<file path="src/rtl/sum_accumulator_pkg.sv">
// Shared types and elaboration helpers for the sum accumulator.
package sum_accumulator_pkg;

  typedef enum logic {
    ACCUM = 1'b0,
    EMIT  = 1'b1
  } state_t;

  // Ceiling log2 for sizing parameters at elaboration time.
  function automatic int clog2_f(input int value);
    int r;
    int v;
    r = 0;
    v = value - 1;
    while (v > 0) begin
      r++;
      v = v >>> 1;
    end
    return r;
  endfunction

endpackage

</file>
<file path="src/rtl/sum_accumulator_adder.sv">
// Multibit ripple-carry adder; s[N] is the carry-out of the top bit.
module sum_accumulator_adder #(
  parameter int N = 8
) (
  input  logic [N-1:0] a,
  input  logic [N-1:0] b,
  output logic [N:0]   s
);

  logic carry;

  always_comb begin
    carry = 1'b0;
    s     = '0;
    for (int i = 0; i < N; i++) begin
      s[i]  = a[i] ^ b[i] ^ carry;
      carry = (a[i] & b[i]) | (carry & (a[i] ^ b[i]));
    end
    s[N] = carry;
  end

endmodule

</file>
<file path="src/rtl/sum_accumulator.sv">
// Accumulates BATCH upstream sums (or a flushed partial batch) and emits
// the saturating total with its beat count over a valid/ready handshake.
module sum_accumulator
  import sum_accumulator_pkg::*;
#(
  parameter int N     = 8,
  parameter int BATCH = 4,
  parameter int ACC_W = N + 1 + clog2_f(BATCH),
  parameter int CNT_W = clog2_f(BATCH + 1)
) (
  input  logic             clk,
  input  logic             rst_n,
  input  logic             in_valid,
  output logic             in_ready,
  input  logic [N:0]       in_sum,
  input  logic             flush,
  output logic             out_valid,
  input  logic             out_ready,
  output logic [ACC_W-1:0] out_acc,
  output logic [CNT_W-1:0] out_count,
  output logic             out_sat
);

  if (ACC_W < N + 1) begin : g_acc_w_check
    $error("sum_accumulator: ACC_W must be >= N+1");
  end
  if (BATCH < 1) begin : g_batch_check
    $error("sum_accumulator: BATCH must be >= 1");
  end

  localparam logic [ACC_W-1:0] ACC_MAX  = '1;
  localparam logic [CNT_W-1:0] CNT_LAST = CNT_W'(BATCH - 1);

  state_t           state, state_nxt;
  logic [ACC_W-1:0] acc, acc_upd;
  logic [CNT_W-1:0] cnt, cnt_upd;
  logic             sat, sat_upd;
  logic [ACC_W:0]   sum;
  logic             accept;
  logic             close;

  sum_accumulator_adder #(
    .N (ACC_W)
  ) u_adder (
    .a (acc),
    .b (ACC_W'(in_sum)),
    .s (sum)
  );

  // Post-beat values; a carry-out pins the total at full scale.
  always_comb begin
    in_ready  = (state == ACCUM);
    accept    = in_ready & in_valid;
    acc_upd   = acc;
    cnt_upd   = cnt;
    sat_upd   = sat;
    state_nxt = state;
    if (accept) begin
      acc_upd = sum[ACC_W] ? ACC_MAX : sum[ACC_W-1:0];
      sat_upd = sat | sum[ACC_W];
      cnt_upd = cnt + 1'b1;
    end
    close = (state == ACCUM) &&
            ((accept && (cnt == CNT_LAST)) || (flush && (accept || (cnt != '0))));
    case (state)
      ACCUM:   if (close)     state_nxt = EMIT;
      EMIT:    if (out_ready) state_nxt = ACCUM;
      default: state_nxt = ACCUM;
    endcase
  end

  always_ff @(posedge clk or negedge rst_n) begin
    if (!rst_n) state <= ACCUM;
    else        state <= state_nxt;
  end

  always_ff @(posedge clk or negedge rst_n) begin
    if (!rst_n) begin
      acc       <= '0;
      cnt       <= '0;
      sat       <= 1'b0;
      out_valid <= 1'b0;
      out_acc   <= '0;
      out_count <= '0;
      out_sat   <= 1'b0;
    end else if (state == ACCUM) begin
      if (close) begin
        out_acc   <= acc_upd;
        out_count <= cnt_upd;
        out_sat   <= sat_upd;
        out_valid <= 1'b1;
        acc       <= '0;
        cnt       <= '0;
        sat       <= 1'b0;
      end else begin
        acc <= acc_upd;
        cnt <= cnt_upd;
        sat <= sat_upd;
      end
    end else if (out_ready) begin
      out_valid <= 1'b0;
    end
  end

endmodule

</file>
<file path="config.mk">
export PLATFORM = sky130hd
export DESIGN_NAME = sum_accumulator
export DESIGN_NICKNAME = d
export VERILOG_FILES = /design/src/rtl/sum_accumulator_pkg.sv /design/src/rtl/sum_accumulator_adder.sv /design/src/rtl/sum_accumulator.sv
export SDC_FILE = /design/constraint.sdc
export NUM_CORES = 1
export LEC_CHECK = 0
export CAP_MARGIN = 20
export CORE_UTILIZATION = 45
export DETAILED_ROUTE_END_ITERATION = 8
export PLACE_DENSITY = 0.8
export SLEW_MARGIN = 20
export SYNTH_ARGS = -nofsm -noshare
export SYNTH_HDL_FRONTEND = slang
export SYNTH_SLANG_ARGS = --single-unit
</file>
<file path="constraint.sdc">
create_clock -name clk -period 4.4 [get_ports clk]
set_input_delay 0.66 -clock clk [delete_from_list [all_inputs] [get_ports clk]]
set_output_delay 0.66 -clock clk [all_outputs]
set_load 0.005 [all_outputs]
</file>
-- Yosys cells after proc, flatten, opt, wreduce, memory -nomap -nowiden
Cells that the tools add are included.
W data, S select, Z words.
- flip-flop bits (word level): 32
- input port bits: 14
- output and inout bits: 17
- logic and storage cells: 82
- add/sub/neg operators: 1
- eq/ne operators: 2
- mux-type cells: 13
- bitwise logic cells: 49
- reduce and logical (&&, ||, !) cells: 9
- operators by type and width (kind ; number):
    $mux W11 ; 3
    $and A1 B1 Y1 ; 20
    $xor A1 B1 Y1 ; 19
    $or A1 B1 Y1 ; 9
    $mux W1 ; 7
    $mux W3 ; 2
    $reduce_and A2 Y1 ; 2
    $add A3 B1 Y3 const B ; 1
    $eq A3 B2 Y1 const B ; 1
    $logic_and A1 B1 Y1 ; 3
    $reduce_bool A3 Y1 ; 1
    $logic_or A1 B1 Y1 ; 2
    $ne A2 B2 Y1 const B ; 1
    $pmux W1 S2 ; 1
    $reduce_bool A2 Y1 ; 1
    $not A1 Y1 ; 1

-- Longest topological paths before layout
Gate-level depths: netlist of the first run.
- word-level depth: 22
- depth in mapped cells: 19
- mapped depth without buffers: 18

-- By module
From an unflattened synthesis of the first run, not the netlist that was laid out.
- cells, all modules: 169
- area total of the unflattened synthesis: 1732.9 um^2
- modules (own cells, without submodules) (module ; times used ; cells an instance ; area an instance (um^2)):
    sum_accumulator ; 1 ; 147 ; 1475.2
    sum_accumulator_adder ; 1 ; 22 ; 257.7

-- Worst setup path after synthesis of the first run
OpenSTA, ideal clock, no wires.
- kind: input-to-reg
- start point: input in_sum[0]
- end point: register acc[0]
- setup time: 0.127 ns
- data arrival time: 4.120 ns
- required time: 4.273 ns
- path slack: 0.153 ns
- stages: 19
- path buffers: 1
- path through: ha_1 > inv_1 > fa_1 > fa_1 > inv_1 > fa_1 > fa_1 > fa_1 > fa_1 > inv_1 > fa_1 > inv_1 > fa_1 > ha_1 > nand2_1 > nand2_4 > buf_2 > o21ai_0 > a21oi_1
- word-level cells in the longest chain between the ends: 22
- elaborated cells on any way between the ends: 23
- RTL lines (item ; RTL line ; text):
    from (decl) ; sum_accumulator.sv:15 ; input logic [N:0] in_sum,
    $and A1 B1 Y1 (2 in a row) ; sum_accumulator_adder.sv:17 ; carry = (a[i] & b[i]) | (carry & (a[i] ^ b[i]));
    $or A1 B1 Y1 ; sum_accumulator_adder.sv:17 ;
    $and A1 B1 Y1 ; sum_accumulator_adder.sv:17 ;
    $or A1 B1 Y1 ; sum_accumulator_adder.sv:17 ;
    $and A1 B1 Y1 ; sum_accumulator_adder.sv:17 ;
    $or A1 B1 Y1 ; sum_accumulator_adder.sv:17 ;
    $and A1 B1 Y1 ; sum_accumulator_adder.sv:17 ;
    $or A1 B1 Y1 ; sum_accumulator_adder.sv:17 ;
    [... 4 more ...] ; -- ;
    $and A1 B1 Y1 ; sum_accumulator_adder.sv:17 ;
    $or A1 B1 Y1 ; sum_accumulator_adder.sv:17 ;
    $and A1 B1 Y1 ; sum_accumulator_adder.sv:17 ;
    $or A1 B1 Y1 ; sum_accumulator_adder.sv:17 ;
    $and A1 B1 Y1 (2 in a row) ; sum_accumulator_adder.sv:17 ;
    $mux W11 * ; sum_accumulator.sv:59 ; acc_upd = sum[ACC_W] ? ACC_MAX : sum[ACC_W-1:0];
    $mux W11 * ; sum_accumulator.sv:58 ; if (accept) begin
    $mux W11 * ; sum_accumulator.sv:87 ; if (close) begin
    to (signal assigned) ; sum_accumulator.sv:96 ; acc <= acc_upd;
    to (decl) ; sum_accumulator.sv:35 ; logic [ACC_W-1:0] acc, acc_upd;
Every way passes the cells marked *; elsewhere a longest branch is shown, timed or not.
A chain may end at the register's enable or synchronous reset.

-- Final worst setup path of the first run
- start point: input in_sum[0]
- end point: register out_acc[7]
- word-level cells in the longest chain between the ends: 21
- elaborated cells on any way between the ends: 22
- RTL lines (item ; RTL line ; text):
    $and A1 B1 Y1 * (2 in a row) ; sum_accumulator_adder.sv:17 ;
    $or A1 B1 Y1 * ; sum_accumulator_adder.sv:17 ;
    $and A1 B1 Y1 * ; sum_accumulator_adder.sv:17 ;
    $or A1 B1 Y1 * ; sum_accumulator_adder.sv:17 ;
    $and A1 B1 Y1 * ; sum_accumulator_adder.sv:17 ;
    $or A1 B1 Y1 * ; sum_accumulator_adder.sv:17 ;
    $and A1 B1 Y1 * ; sum_accumulator_adder.sv:17 ;
    $or A1 B1 Y1 * ; sum_accumulator_adder.sv:17 ;
    [... 3 more ...] ; -- ;
    $or A1 B1 Y1 * ; sum_accumulator_adder.sv:17 ;
    $and A1 B1 Y1 ; sum_accumulator_adder.sv:17 ;
    $or A1 B1 Y1 ; sum_accumulator_adder.sv:17 ;
    $and A1 B1 Y1 ; sum_accumulator_adder.sv:17 ;
    $or A1 B1 Y1 ; sum_accumulator_adder.sv:17 ;
    $and A1 B1 Y1 (2 in a row) ; sum_accumulator_adder.sv:17 ;
    $mux W11 * ; sum_accumulator.sv:59 ;
    $mux W11 * ; sum_accumulator.sv:58 ;
    to (signal assigned) ; sum_accumulator.sv:88 ; out_acc <= acc_upd;
    to (decl) ; sum_accumulator.sv:19 ; output logic [ACC_W-1:0] out_acc,
Marked as above.

==> impl_metrics.ini, run 1 <==
[cts]
cts_buffers = 5
insertion_delay_ns = 0.29
cts_root_buffer = clkbuf_8
cts_tree = built
htreeDepth = 2
clockBufferDepth = 2
clock_sinks = 32
clkTransAtPathRegs_ns = 0.07
holdBufCountCts = 0

[drt]
initialDrtViolationCount = 64
drtPass1Iterations = 4
drc = 0
wl_um = 4000
drtAntennaViolNets = 0
vias = 1383
via_per_inst = 5.44
wl_per_cell_um = 15.7

[timing]
final.period_utilization_pct = 98.6
tightest_slew_ns = 0.920
slew_headroom_pct = 38.5
fin_ws_ns = 0.0602
max_freq_ghz = 0.230
fin_crit_ns = 4.34
finalHoldViolCount = 0
setup-violations-final = 0
drv_slew = 0
finalClockSkew_ns = 0.00683

[synthesis]
async_flop_share_pct = 100
synth_top_area_share_pct = 46.9
yosys-top-cells-count = o21ai_0 (36), dfrtp_1 (32), nor2_1 (18)
synth-simple-area-share_pct = 8.06
yosys-mux-area-fraction_pct = 0
synth_top_family_by_area = compound AO/OA/AOI/OAI gates
synth.most_common_cell = o21ai_0
synth_flop_cell = dfrtp_1
synth_adder_area_share_pct = 13.0
synthTopCellsByArea = dfrtp_1 (47%), o21ai_0 (11%), fa_1 (9.4%)
synthXorXnorAreaFrac_pct = 0.513
yosys_warnings = 0
ys_seq_area_share_pct = 46.9
synthCells = 175
synth.ff_latch_count = 32
synth_top_area_cell = dfrtp_1
synth_compound_area_share_pct = 21.7
yosysUniqueCellTypes = 25
netlist_area_um2 = 1710
synth_nets = 202
syn_area_per_cell_um2 = 9.75
synth_edf_count = 0

[setup_path]
rrSetupSlack_ns = 0.15
r2r_cells = 18
worstPathRequired_ns = 4.54
worstPathCellList = dlymetal6s2s_1 > ha_2 > inv_2 > fa_2 > fa_2 > inv_2 > fa_2 > fa_2 > fa_2 > fa_2 > inv_2 > fa_2 > inv_2 > fa_2 > ha_4 > nand2_8 > nand3_1 > o21ai_0 > o21ai_1
crit_type = primary input to register
crit_path_top_delay_cell = fa_2
crit_top_cell = fa_2
cp_num_buf_inv = 5
critPathTopFamily = adder cells
reg2reg_to = out_acc[7]
critPathMaxStageDelay_ns = 0.41
worstPathArrival_ns = 4.48
rr_startpoint = acc[0]
start_kind = primary input
cp-end-kind = register
cp_max_fo = 5

[layout]
layout-drive-gt1-share_pct = 23.8
area_growth_pct = 35.6
nFillCells = 276
diodes = 0
nNetsFinal = 232
fin_area_um2 = 2310

[grt]
overflow = 0
grt_max_degree = 33
grt_pass1_wl_um = 6220
grt_pass1_vias = 1334
antenna_found_initial = 0
grt_usage_pct = 20.5

[power]
power.density_nw_per_um2 = 783
vdd_drop_max_v = 0.000490
finalPower_w = 0.00181
leakage_nw = 0.957

[floorplanning]
die_area_um2 = 4040
initial_core_util_pct = 46.6
io_pins = 31
die_x_um = 63.6
core_um2 = 3660
rows = 22
die_height_um = 63.6

[placed_design]
dpl_worst_slack_ns = -0.453
routabilityCongestion = 0.855
io_buffers = 30
dp_hpwl_um = 2340
dpl_cell_area_um2 = 1990

[worst_hold_path]
min_from = out_sat
hold_end = out_sat
worst_hold_path_type = register to register
hold_depth = 2

[status]
status = complete, no violations

[run]
cap_violations = 0
## layer usage
layer  GRT usage (%)  wire length [um]  vias to the layer above
li1                -                 -                      659
met1            27.6              1770                      678
met2            30.7              2000                       40
met3            6.34               158                        6
met4            7.95                63                        0
met5               0                 0                        -
## logic make-up after synthesis
kind of cell               count (synthesis)
AOI/OAI and AO/OA                         71
DFF                                       32
and+or+nand+nor                           31
buffers and inverters                     27
adders and majority gates                 13
xor gates and xnor gates                   1
## flip-flops by register name, summed over array words and instances, names as in the netlist
signal     count
state          1
out_count      3
out_valid      1
cnt            3
out_acc       11
acc           11
sat            1
out_sat        1
## timing repair
| action | 4_1_cts | 5_1_grt |
|---|---|---|
| resized for setup | 21 | 34 |
| buffers inserted | 0 | 0 |
| pin swaps | 5 | 18 |
| endpoints found under the setup margin | 20 | 22 |
| gates cloned | 0 | 1 |
## cell usage in the layout (no fill, tap or decap), drive strengths merged, types with 6 or more instances in the layout
master / Yosys / layout
nand2: 5 / 6
nor2: 18 / 18
o22ai: 7 / 7
o21ai: 46 / 46
clkbuf: 0 / 6
inv: 14 / 14
a21oi: 15 / 15
clkdlybuf4s50: 0 / 28
fa: 8 / 8
dfrtp: 32 / 32
## power by group
group          switching (W)  total (W)  internal (W)
logic               0.000487   0.000961      0.000474
clock network       0.000113   0.000281      0.000168
registers           0.000142   0.000570      0.000428
total               0.000743    0.00181       0.00107
## layout make-up
class | instances | area (um2) | share of cell area (%)
multi-input cells | 117 | 955 | 41.2
flip-flops and latches | 32 | 801 | 34.6
repair buffers | 34 | 335 | 14.5
clock buffers | 6 | 72.6 | 3.14
well taps | 48 | 60.1 | 2.59
inverters | 15 | 56.3 | 2.43
clock inverters | 2 | 35.0 | 1.51
## worst register-to-register path, delay by kind of cell, from the launching register on
kind,cells,cell delay [ns]
and+or+nand+nor,2,0.23
adders and majority gates,10,2.99
AOI/OAI and AO/OA,2,0.26
DFF,1,0.41
buffers and inverters,4,0.21
## worst max-delay path by stage
stage,start,slack [ns],cells after the start,to
floorplan,in_sum[0],0.15,19,acc[0]
global placement,in_sum[0],-0.35,19,acc[5]
detailed placement,in_sum[0],-0.45,19,out_acc[4]
CTS,in_sum[0],0.03,19,acc[9]
global route,in_sum[0],-0.01,19,out_acc[9]
finish,in_sum[0],0.06,19,out_acc[7]
## per-stage QoR
step	setup TNS (ns)	util, %	hold WS [ns]	cells
2_1_floorplan	0	-	0.364	175
3_3_place_gp	-6.85	54.3	0.470	245
3_5_place_dp	-9.10	54.3	0.497	245
4_1_cts	0	59.2	0.513	253
5_1_grt	-0.0141	63.2	0.526	254
6_report	0	63.2	0.505	254
(Power assumes the default switching activity.)
==> run 2: changes to the inputs <==
--- a/config.mk
+++ b/config.mk
@@ -6,6 +6,7 @@
 export NUM_CORES = 1
 export LEC_CHECK = 0
 export CAP_MARGIN = 20
+export CORE_MARGIN = 3
 export CORE_UTILIZATION = 45
 export DETAILED_ROUTE_END_ITERATION = 8
 export PLACE_DENSITY = 0.8
==> run 2 against run 1 <==
  * Register-to-register slack gained 0.31 ns
  * Largest power group unchanged
  * Largest cell class unchanged
  * Via count grew 1.2%
  * Critical path type unchanged
  * Worst hold slack lost 0.013 ns
  * Total power shrank 6.9%
  * Sequential share of layout area grew 1.1 points
  * Global-route usage shrank 1.5 points
  * Fmax grew 1.0%
==> impl_metrics.ini, run 2 (synthesis gave the netlist of run 1 again) <==
[status]
status = complete, no violations

[cts]
clkTransAtPathRegs_ns = 0.06
cts_setup_buffers = 0
cts_buffers = 5
cts_tree = built
htreeDepth = 2
holdBufCountCts = 0
insertion_delay_ns = 0.29
cts_root_buffer = clkbuf_8
clockBufferDepth = 2
clock_sinks = 32

[layout]
nNetsFinal = 232
layout_commonest_cell = dfrtp_1
fin_area_um2 = 2240
layout_common_cells = dfrtp_1 (32), clkdlybuf4s50_1 (30), o21ai_0 (27)
top_regs = acc (11), out_acc (11)
finalNonFillerCells = 251
area_growth_pct = 31.3
diodes = 0
layout-drive-gt1-share_pct = 16.6
nFillCells = 281

[worst_hold_path]
worst_hold_path_type = register to register

[floorplanning]
core_um2 = 3490
initial_core_util_pct = 48.8
die_x_um = 67.6
die_height_um = 67.6
rows = 21
io_pins = 31
die_area_um2 = 4570

[setup_path]
critPathTopFamily = adder cells
worstPathRequired_ns = 4.56
cp-end-kind = register
start_kind = primary input
cp_max_fo = 7
crit_path_top_delay_cell = clkdlybuf4s50_1
worstPathCellList = clkdlybuf4s50_1 > ha_1 > inv_1 > fa_1 > fa_1 > inv_1 > fa_2 > fa_2 > fa_2 > fa_1 > inv_1 > fa_1 > inv_1 > fa_2 > ha_4 > nand2_8 > nand2_8 > o21ai_2 > a21oi_1
crit_type = primary input to register
cp_num_buf_inv = 5
critPathMaxStageDelay_ns = 0.41
worstPathArrival_ns = 4.45

[drt]
via_per_inst = 5.57
wl_um = 3960
drtPass1Iterations = 4
vias = 1399
wl_per_cell_um = 15.8
drc = 0
drtAntennaViolNets = 0
initialDrtViolationCount = 83

[timing]
finalClockSkew_ns = 0.00697
drv_slew = 0
max_freq_ghz = 0.233
final.period_utilization_pct = 97.6
fin_crit_ns = 4.30
setup-violations-final = 0
slew_headroom_pct = 36.4
finalHoldViolCount = 0
tightest_slew_ns = 0.952

[placed_design]
routabilityCongestion = 0.830
dp_hpwl_um = 2440
dpl_cell_area_um2 = 1990
dp.cells = 243
io_buffers = 30

[power]
seqPwrFrac_pct = 33.8
net-switching-power_w = 0.000705
clkPwrFrac_pct = 12.6
leakage_nw = 0.929
cellInternalPower_w = 0.000983
swShare_pct = 41.8
pwr-share-comb_pct = 53.6
power.density_nw_per_um2 = 753
finalPower_w = 0.00169
vdd_drop_max_v = 0.000350

[grt]
grt_max_degree = 33
grt_usage_pct = 19.0
overflow = 0
grt_pass1_vias = 1327
grt_pass1_wl_um = 6280
antenna_found_initial = 0

[run]
cap_violations = 0
-- run 2: final cells by class --
| class | count | area, um2 | share of cell area [%] |
|---|---|---|---|
| inverter | 15 | 56.3 | 2.51 |
| clock inverter | 1 | 5.00 | 0.223 |
| timing repair buffer | 34 | 330 | 14.7 |
| clock buffer | 6 | 72.6 | 3.24 |
| multi-input combinational | 117 | 918 | 41.0 |
| sequential | 32 | 801 | 35.7 |
| tap | 46 | 57.6 | 2.57 |
-- run 2: worst min-delay path, delay by kind of cell, from the launching register on --
kind,cells,cell delay (ns)
simple gates,1,0.07
compound gates,1,0.05
flops,1,0.33
-- run 2: power groups by stage --
stage                     registers [W]  clock network, W  logic (W)
after floorplan                0.000515                 0   0.000491
after global placement         0.000545                 0   0.000673
after detailed placement       0.000550                 0   0.000699
after CTS                      0.000558          0.000220   0.000824
after global routing           0.000591          0.000231    0.00100
final                          0.000571          0.000213   0.000905
-- run 2: layer usage --
metal | routed length, um | global-route usage, % | vias to the layer above
met2 | 2020 | 29.2 | 42
met3 | 194 | 6.16 | 11
met5 | 0 | 0 | -
met4 | 89 | 8.35 | 0
met1 | 1660 | 24.5 | 697
li1 | - | - | 649
-- run 2: path summary, 6_finish.rpt --
path | from | end | slack, ns | cells after the start
worst max-delay path | in_sum[0] | acc[0] | 0.10 | 19
min in group asynchronous | rst_n | out_acc[8] | 0.76 | 2
worst min register to register | sat | sat | 0.49 | 2
worst max register to register | acc[0] | acc[0] | 0.46 | 18
max in group asynchronous | rst_n | out_acc[4] | 3.34 | 2
worst min-delay path | sat | sat | 0.49 | 2
-- run 2: timing repair --
action	CTS	global route
cloned	0	1
gates resized for setup	27	12
setup endpoints to repair	20	22
pin swaps	3	5
-- run 2: through the flow --
stage	utilization, %	TNS, ns	setup WS (ns)	hold slack [ns]
after global routing	64.1	-0.0192	-0.0191	0.532
after detailed placement	56.9	-9.60	-0.478	0.483
after floorplan	-	0	0.153	0.364
final	64.1	0	0.105	0.492
after CTS	61.9	0	0.0205	0.496
after global placement	56.9	-6.85	-0.347	0.472
==> run 3: changes to the inputs <==
--- a/config.mk
+++ b/config.mk
@@ -5,7 +5,6 @@
 export SDC_FILE = /design/constraint.sdc
 export NUM_CORES = 1
 export LEC_CHECK = 0
-export CAP_MARGIN = 20
 export CORE_MARGIN = 3
 export CORE_UTILIZATION = 45
 export DETAILED_ROUTE_END_ITERATION = 8
==> results of run 3 <==
The final DEF is identical to that of run 2; final timing and power are the same.
